File: config.mk
export PLATFORM = sky130hd
export DESIGN_NAME = picobello_noc_link_slice
export DESIGN_NICKNAME = d
export VERILOG_FILES = /design/src/rtl/picobello_noc_link_slice.sv
export SDC_FILE = /design/constraint.sdc
export NUM_CORES = 1
export LEC_CHECK = 0
export CAP_MARGIN = 40
export CELL_PAD_IN_SITES_DETAIL_PLACEMENT = 0
export CELL_PAD_IN_SITES_GLOBAL_PLACEMENT = 1
export CORE_AREA = 2 2 586 588
export DETAILED_ROUTE_END_ITERATION = 10
export DIE_AREA = 0 0 588 590
export PLACE_DENSITY_LB_ADDON = 0.1
export SYNTH_ARGS = -nofsm -noshare
export SYNTH_HDL_FRONTEND = slang
export SYNTH_SLANG_ARGS = --single-unit
File: constraint.sdc
create_clock -name clk_i -period 44.9 [get_ports clk_i]
set_clock_uncertainty 0.2 [all_clocks]
set_input_delay 4.49 -clock clk_i [delete_from_list [all_inputs] [get_ports clk_i]]
set_output_delay 4.49 -clock clk_i [all_outputs]
set_load 0.02 [all_outputs]
File: src/rtl/picobello_noc_link_slice.sv
// Elastic 2-entry register slice for the req, rsp and wide channels of one mesh link direction.
// Optional perf counters are built only when PB_LINK_PERF_CNT_EN is defined.

// state | meaning
// Empty | no entry held, valid_o=0, ready_o=1
// One   | head entry held, valid_o=1, ready_o=1
// Full  | head and tail held, valid_o=1, ready_o=0
module picobello_noc_link_slice_chan #(
  parameter int unsigned Width    = 64,
  parameter int unsigned CntWidth = 32
) (
  input  logic                clk_i,
  input  logic                rst_i,
  input  logic                valid_i,
  output logic                ready_o,
  input  logic [Width-1:0]    data_i,
  output logic                valid_o,
  input  logic                ready_i,
  output logic [Width-1:0]    data_o,
  input  logic                cnt_clr_i,
  output logic [CntWidth-1:0] flits_o,
  output logic [CntWidth-1:0] stalls_o
);

  // Encoding puts valid_o in bit 1 and ready_o in bit 0, so both come straight from flops.
  typedef enum logic [1:0] {
    Empty = 2'b01,
    One   = 2'b11,
    Full  = 2'b10
  } state_e;

  state_e            state_q, state_d;
  logic [Width-1:0]  head_q, tail_q;
  logic              push, pop;
  logic              load_head_in, load_head_tail, load_tail;

  assign valid_o = state_q[1];
  assign ready_o = state_q[0];
  assign data_o  = head_q;
  assign push    = valid_i & ready_o;
  assign pop     = valid_o & ready_i;

  always_ff @(posedge clk_i) begin
    if (rst_i) state_q <= Empty;
    else       state_q <= state_d;
  end

  always_comb begin
    state_d        = state_q;
    load_head_in   = 1'b0;
    load_head_tail = 1'b0;
    load_tail      = 1'b0;
    case (state_q)
      Empty: begin
        if (push) begin
          state_d      = One;
          load_head_in = 1'b1;
        end
      end
      One: begin
        if (push && pop) begin
          load_head_in = 1'b1;
        end else if (push) begin
          state_d   = Full;
          load_tail = 1'b1;
        end else if (pop) begin
          state_d = Empty;
        end
      end
      Full: begin
        if (pop) begin
          state_d        = One;
          load_head_tail = 1'b1;
        end
      end
      default: state_d = Empty;
    endcase
  end

  // Payload flops carry no reset; contents are don't-care while valid_o=0.
  always_ff @(posedge clk_i) begin
    if (load_head_in)        head_q <= data_i;
    else if (load_head_tail) head_q <= tail_q;
    if (load_tail)           tail_q <= data_i;
  end

`ifdef PB_LINK_PERF_CNT_EN
  logic [CntWidth-1:0] flits_q, stalls_q;

  always_ff @(posedge clk_i) begin
    if (rst_i || cnt_clr_i) begin
      flits_q  <= '0;
      stalls_q <= '0;
    end else begin
      if (pop)                 flits_q  <= flits_q + 1'b1;
      if (valid_o && !ready_i) stalls_q <= stalls_q + 1'b1;
    end
  end

  assign flits_o  = flits_q;
  assign stalls_o = stalls_q;
`else
  logic unused_cnt_clr;
  assign unused_cnt_clr = cnt_clr_i;
  assign flits_o        = '0;
  assign stalls_o       = '0;
`endif

endmodule

module picobello_noc_link_slice #(
  parameter int unsigned ReqWidth  = 64,
  parameter int unsigned RspWidth  = 64,
  parameter int unsigned WideWidth = 512,
  parameter int unsigned CntWidth  = 32
) (
  input  logic                 clk_i,
  input  logic                 rst_i,
  input  logic                 req_valid_i,
  output logic                 req_ready_o,
  input  logic [ReqWidth-1:0]  req_data_i,
  output logic                 req_valid_o,
  input  logic                 req_ready_i,
  output logic [ReqWidth-1:0]  req_data_o,
  input  logic                 rsp_valid_i,
  output logic                 rsp_ready_o,
  input  logic [RspWidth-1:0]  rsp_data_i,
  output logic                 rsp_valid_o,
  input  logic                 rsp_ready_i,
  output logic [RspWidth-1:0]  rsp_data_o,
  input  logic                 wide_valid_i,
  output logic                 wide_ready_o,
  input  logic [WideWidth-1:0] wide_data_i,
  output logic                 wide_valid_o,
  input  logic                 wide_ready_i,
  output logic [WideWidth-1:0] wide_data_o,
  input  logic                 cnt_clr_i,
  output logic [CntWidth-1:0]  req_flits_o,
  output logic [CntWidth-1:0]  req_stalls_o,
  output logic [CntWidth-1:0]  rsp_flits_o,
  output logic [CntWidth-1:0]  rsp_stalls_o,
  output logic [CntWidth-1:0]  wide_flits_o,
  output logic [CntWidth-1:0]  wide_stalls_o
);

  picobello_noc_link_slice_chan #(.Width(ReqWidth), .CntWidth(CntWidth)) i_req (
    .clk_i, .rst_i,
    .valid_i  (req_valid_i),  .ready_o (req_ready_o), .data_i (req_data_i),
    .valid_o  (req_valid_o),  .ready_i (req_ready_i), .data_o (req_data_o),
    .cnt_clr_i,
    .flits_o  (req_flits_o),  .stalls_o (req_stalls_o)
  );

  picobello_noc_link_slice_chan #(.Width(RspWidth), .CntWidth(CntWidth)) i_rsp (
    .clk_i, .rst_i,
    .valid_i  (rsp_valid_i),  .ready_o (rsp_ready_o), .data_i (rsp_data_i),
    .valid_o  (rsp_valid_o),  .ready_i (rsp_ready_i), .data_o (rsp_data_o),
    .cnt_clr_i,
    .flits_o  (rsp_flits_o),  .stalls_o (rsp_stalls_o)
  );

  picobello_noc_link_slice_chan #(.Width(WideWidth), .CntWidth(CntWidth)) i_wide (
    .clk_i, .rst_i,
    .valid_i  (wide_valid_i), .ready_o (wide_ready_o), .data_i (wide_data_i),
    .valid_o  (wide_valid_o), .ready_i (wide_ready_i), .data_o (wide_data_o),
    .cnt_clr_i,
    .flits_o  (wide_flits_o), .stalls_o (wide_stalls_o)
  );

endmodule

==> metrics.md, run 1 <==
| Metric | Value |
|---|---|
| Status | complete, no violations |
| DR vias | around 26000 |
| Crit path largest cell delay | about 0.76 ns |
| Distinct cells, synth | 28 |
| Most common cell after layout, fill and taps aside | clkdlybuf4s50_1 |
| I/O pins | about 1500 |
| CTS resizes | 0 |
| Placed Cells | ~8100 |
| Most common cell on crit path | buf_4 |
| Min cycle time layout | around 9 ns |
| CP Cell Sequence | clkdlybuf4s50_1, and4_4, buf_12, buf_4, buf_4, buf_16, buf_4, buf_4 |
| Clock Latency Late Sink | 0.87 ns |
| Drt first pass iters | 5 |
| Layout cells sized above 1 | approximately a quarter |
| Post-Synthesis Cells | ~2300 |
| Full die area | 0.347 sq mm |
| Fmax | 110 MHz |
| Maxcap violations | 0 |
| CP Class | primary input to register |
| # setup viols final | 0 |
| Worst-path maximum fanout | between 100 and 150 |
| CP bufs+invs | 7 |
| Synth-to-Final Area Change | 46.0% |
| Worst Path Arrival | ~9.4 ns |
| Met3 Use GR | under 10% |
| DRC errors left | 0 |
| CTS Buf Count | 179 |
| CP delay by family, top | buffers and inverters |
| Met1 Use GR | between 10% and 20% |
| Clk slew on worst S/H paths | about 0.060 ns |
| Endpoint class of the critical path | register |
| Power per cell area | 68.5 mW/mm^2 |
| Max-slew headroom | between 20% and 30% |
| Initial core utilization | between 10% and 20% |
| Worst-margin pin slew | around 1.1 ns |
| Vias in the first global route | between 20000 and 30000 |
| Final instance area | approximately 0.073 sq mm |
| Ys Warns | 0 |
| Met2 usage | 18.3% |
| Fin. max-slew vios | 0 |
| Mapped Avg Cell Area | roughly 22 sq um |
| Fraction of the cycle the final worst path needs | 20.3% |
| Worst Hold Class | register to register |
| Nets@finish | 4370 |
| 1st-iter DRT viols | between 1000 and 1500 |
| Lkg Pwr | roughly 26 nW |
| Layout Cells excl Fill | 8445 |
| CTS Hold Buffers Added | 0 |
| Root buffer cell | clkbuf_16 |
| Setup bufs post-CTS | 0 |
| Fin Setup TNS | 0 ns |
| Final wirelength | between 200 and 250 mm |
| # clock sinks | between 1000 and 1500 |
| Startpoint Class | primary input |
| Hpwl dp | about 150 mm |
| Clock tree buffer depth | 4 |
| Placer congestion estimate | between 0.7 and 0.8 |
| Post-Syn Area | approximately 0.050 sq mm |
| Chip Width | about 600 microns |
| Hold Fails Final Rpt | 0 |
| Vias per inst | 3.14 |
| Final ANT Viol Nets | 0 |
| Rows | about 220 |
| Filler cells | 36000 |
| Overflow after GRT | 0 |
| RSZ-0062 raised after global routing | no |
| Synth Register Bits | roughly 1300 |
| Worst Path Required | about 45 ns |
| Most frequent cells in the layout | 1293 x clkdlybuf4s50_1, 1280 x edfxtp_1, 469 x mux2_4, 192 x conb_1, 183 x clkbuf_16 |
| First-pass GRT wire length | ~260 mm |
| Final Power | about 5 mW |
| Peak VDD IR | 0.0487 mV |
| Initial antenna violation count | ~160 |
| Total GRT Usage | between 10 and 15% |
| Wirelength per Cell | about 24 microns |
| Crit-path slowest cell | and4_4 |
| # H-tree levels | 4 |
| Area post-placement | roughly 0.068 sq mm |
| Post-synthesis sequential area ratio | approximately 77% |
| TritonCTS clock tree | yes |
| IO Port Bufs | around 1300 |
| Core box area | 0.341 sq mm |
| Busiest grt layer | met2 |
| Largest net degree at the start of global routing | about 130 |
| Die height | 590 microns |
==> synth_stat cells <==
library cell / number / share of area, %
a21boi_0: 3 / 0.045
a21oi_1: 2 / 0.020
a31o_2: 2 / 0.035
a31oi_1: 7 / 0.087
and3_1: 1 / 0.012
and4_1: 2 / 0.035
buf_12: 4 / 0.16
buf_2: 18 / 0.18
buf_4: 192 / 2.9
buf_6: 9 / 0.20
buf_8: 40 / 1.2
clkbuf_1: 1 / 0.0074
conb_1: 1 / 0.0074
dfxtp_1: 6 / 0.24
edfxtp_1: 1280 / 76
ha_1: 12 / 0.30
inv_1: 6 / 0.045
mux2_2: 174 / 3.9
mux2_4: 469 / 14
mux2i_1: 3 / 0.060
nand2_1: 8 / 0.060
nand2_2: 1 / 0.012
nand3_1: 3 / 0.030
nor2_1: 9 / 0.067
nor3_1: 3 / 0.030
nor4_1: 3 / 0.037
o21ai_0: 5 / 0.050
o21bai_1: 1 / 0.015
==> worst paths after layout <==
path	start	end	cells after the start	slack (ns)
worst max-delay path	wide_valid_i	i_wide.tail_q[185]	8	35.78
worst min-delay path	i_rsp.tail_q[42]	i_rsp.data_o[42]	1	0.32
worst max register to register	i_wide.state_q[0]	i_wide.tail_q[185]	8	39.22
worst min register to register	i_rsp.tail_q[42]	i_rsp.data_o[42]	1	0.32
==> routing by layer <==
metal	wire [microns]	vias to the layer above	part of all wire (%)
li1	-	11500	-
met1	69900	13100	34
met2	94900	1224	47
met3	30900	476	15
met4	6530	162	3.2
met5	1010	-	0.50
==> cell families (layout without fill, tap and decap cells) <==
family | Yosys count | count (layout) | synth area share, %
DFF | 1286 | 1286 | 76.6
muxes | 646 | 646 | 17.9
buffers and inverters | 270 | 1652 | 4.65
and+or+nand+nor | 30 | 30 | 0.283
AOI/OAI and AO/OA | 20 | 20 | 0.251
adders and majority gates | 12 | 12 | 0.298
other | 1 | 242 | 0.00745
==> registers in the layout, indices dropped and copies added (netlist names) <==
signal and cells:
i_wide.data_o 512, i_wide.tail_q 512, i_req.data_o 64, i_req.tail_q 64, i_rsp.data_o 64, i_rsp.tail_q 64, i_req.state_q 2, i_rsp.state_q 2
i_wide.state_q 2
==> metrics by stage <==
| step | hold WS, ns | utilization (%) | setup slack [ns] |
|---|---|---|---|
| global route | 0.340 | 21.5 | 35.44 |
| floorplan | 0.323 | - | 27.50 |
| finish | 0.318 | 21.5 | 35.78 |
| CTS | 0.323 | 21.5 | 35.65 |
| detailed placement | 0.332 | 20.0 | 34.70 |
| global placement | 0.331 | 19.9 | 34.36 |
==> layout make-up <==
cell class / instances / area (sq um) / area share [%]
antenna: 50 / 125 / 0.170
inverter: 6 / 22.5 / 0.0306
multi-input combinational: 900 / 10200 / 13.9
clock buffer: 233 / 4770 / 6.49
tap: 4557 / 5700 / 7.76
clock inverter: 77 / 505 / 0.688
sequential: 1286 / 38600 / 52.5
timing repair buffer: 1336 / 13600 / 18.5
==> report_power, final <==
part / switching (mW) / internal, mW
clock: 0.575 / 0.761
combinational: 1.01 / 0.794
sequential: 0.102 / 1.80
Power figures use the tool's default switching activity.
==> inputs of run 2 (changes only) <==
clock period = 8.15 ns   (was 44.9 ns; I/O delays follow)
==> run 2 against run 1 <==
- non-clock buffer count shrank 5
- utilization is essentially flat
- highest routed layer unchanged
- critical path depth shrank 2
- critical path type is now register to register
- die area is the same
==> metrics.md, run 2 (synthesized netlist as in run 1, its figures left out) <==
| Metric | Value |
|---|---|
| Layout cells sized above 1 | about a quarter |
| Final Power | approximately 28 mW |
| Final instance area | about 0.073 sq mm |
| Status | complete, no violations |
| Area post-placement | slightly below 0.07 sq mm |
| First-pass GRT wire length | 258 mm |
| Met1 WL | a little over 70 mm |
| Chip Width | roughly 590 microns |
| Clock tree buffer depth | 4 |
| Worst-margin pin slew | about 1.0 ns |
| Maxcap violations | 0 |
| Hold Fails Final Rpt | 0 |
| 1st-iter DRT viols | ~1400 |
| Placed Cells | slightly above 8000 |
| Rows | roughly 220 |
| # clock sinks | roughly 1300 |
| Clk slew on worst S/H paths | ~0.060 ns |
| Initial core utilization | between 10 and 15% |
| Root buffer cell | clkbuf_16 |
| DR vias | roughly 27000 |
| TritonCTS clock tree | yes |
| Worst Path Required | 8.49 ns |
| Wirelength per Cell | approximately 23 microns |
| Lkg Pwr | between 20 and 30 nW |
| Synth-to-Final Area Change | 45.8% |
| CP Class | register to register |
| RSZ-0062 raised after global routing | no |
| Drt first pass iters | 4 |
| Fmax | ~280 MHz |
| Total GRT Usage | a little over a tenth |
| Startpoint Class | register |
| Most frequent cells in the layout | 1293 x clkdlybuf4s50_1, 1280 x edfxtp_1, 469 x mux2_4, 192 x conb_1, 176 x clkbuf_16 |
| Fraction of the cycle the final worst path needs | about 45% |
| IO Port Bufs | roughly 1300 |
| Power per cell area | around 380 mW/mm^2 |
| CTS Hold Buffers Added | 0 |
| Layout Cells excl Fill | roughly 8500 |
| WL met2 | 90.0 mm |
| Clock Latency Late Sink | 0.83 ns |
| Core box area | approximately 0.34 sq mm |
| DR top layer | met5 |
| Final wirelength | just under 200 mm |
| Full die area | 0.347 sq mm |
| Initial antenna violation count | roughly 160 |
| Max-slew headroom | between 30% and 40% |
| Final Hold Slack | about 0.32 ns |
| Vias in the first global route | roughly 27000 |
| Nets@finish | 4360 |
| I/O pins | roughly 1500 |
| DRC errors left | 0 |
| Placer congestion estimate | 0.718 |
| # H-tree levels | 4 |
| Min cycle time layout | 3.64 ns |
| Worst-path maximum fanout | 90 |
| CTS Buf Count | approximately 170 |
| Most common cell after layout, fill and taps aside | clkdlybuf4s50_1 |
| Worst Path Arrival | between 3 and 4 ns |
| # setup viols final | 0 |
| Hpwl dp | between 100 and 150 mm |
| Overflow after GRT | 0 |
| WL met3 | around 30 mm |
| Vias per inst | between 3 and 4 |
| Worst Hold Class | register to register |
| Largest net degree at the start of global routing | 136 |
| Final ANT Viol Nets | 0 |
| Filler cells | 36100 |
| Fin. max-slew vios | 0 |
| Fin Setup TNS | 0 ns |
| CTS resizes | 0 |
| Endpoint class of the critical path | register |
| Peak VDD IR | approximately 0.32 mV |
| Setup bufs post-CTS | 0 |
| Die height | between 500 and 600 microns |
[run 2: critical path, cell delays in order, from the launching register on]
cell      delay, ns
dfxtp_1        0.41
ha_1           0.29
and3_1         0.22
o21bai_4       0.26
buf_12         0.47
buf_12         0.49
mux2_2         0.42
[run 2: layout make-up]
cell class / instances / area, sq um / share of cell area (%)
inverter: 6 / 22.5 / 0.0307
clock buffer: 234 / 4620 / 6.30
timing repair buffer: 1331 / 13500 / 18.4
tap: 4557 / 5700 / 7.77
antenna: 57 / 143 / 0.194
clock inverter: 83 / 604 / 0.823
sequential: 1286 / 38600 / 52.5
multi-input combinational: 900 / 10200 / 13.9
[run 2: per-layer routing]
layer | vias up | global-route usage, %
li1 | 11500 | -
met5 | - | 0
met1 | 13200 | 11.3
met3 | 422 | 7.87
met2 | 1216 | 17.4
met4 | 150 | 2.54
[run 2: path summary, 6_finish.rpt]
kind                            from            endpoint  slack [ns]  depth (start not counted)
hold / removal    i_wide.tail_q[105]  i_wide.data_o[105]        0.32                          1
setup / recovery   i_wide.state_q[0]  i_wide.data_o[504]        4.51                          6
hold reg to reg   i_wide.tail_q[105]  i_wide.data_o[105]        0.32                          1
setup reg to reg   i_wide.state_q[0]  i_wide.data_o[504]        4.51                          6
[run 2: power by group]
part           internal [mW]  switching (mW)  total, mW
combinational           4.35            5.50       9.86
clock                   4.14            3.12       7.26
sequential              9.89           0.525       10.4
total                   18.4            9.15       27.5
[run 2: per-stage QoR]
stage                     utilization (%)  setup WS [ns]
after floorplan                         -          0.128
after global placement               19.9           3.85
after detailed placement             19.9           3.96
after CTS                            21.5           4.48
after global routing                 21.5           4.36
final                                21.5           4.51
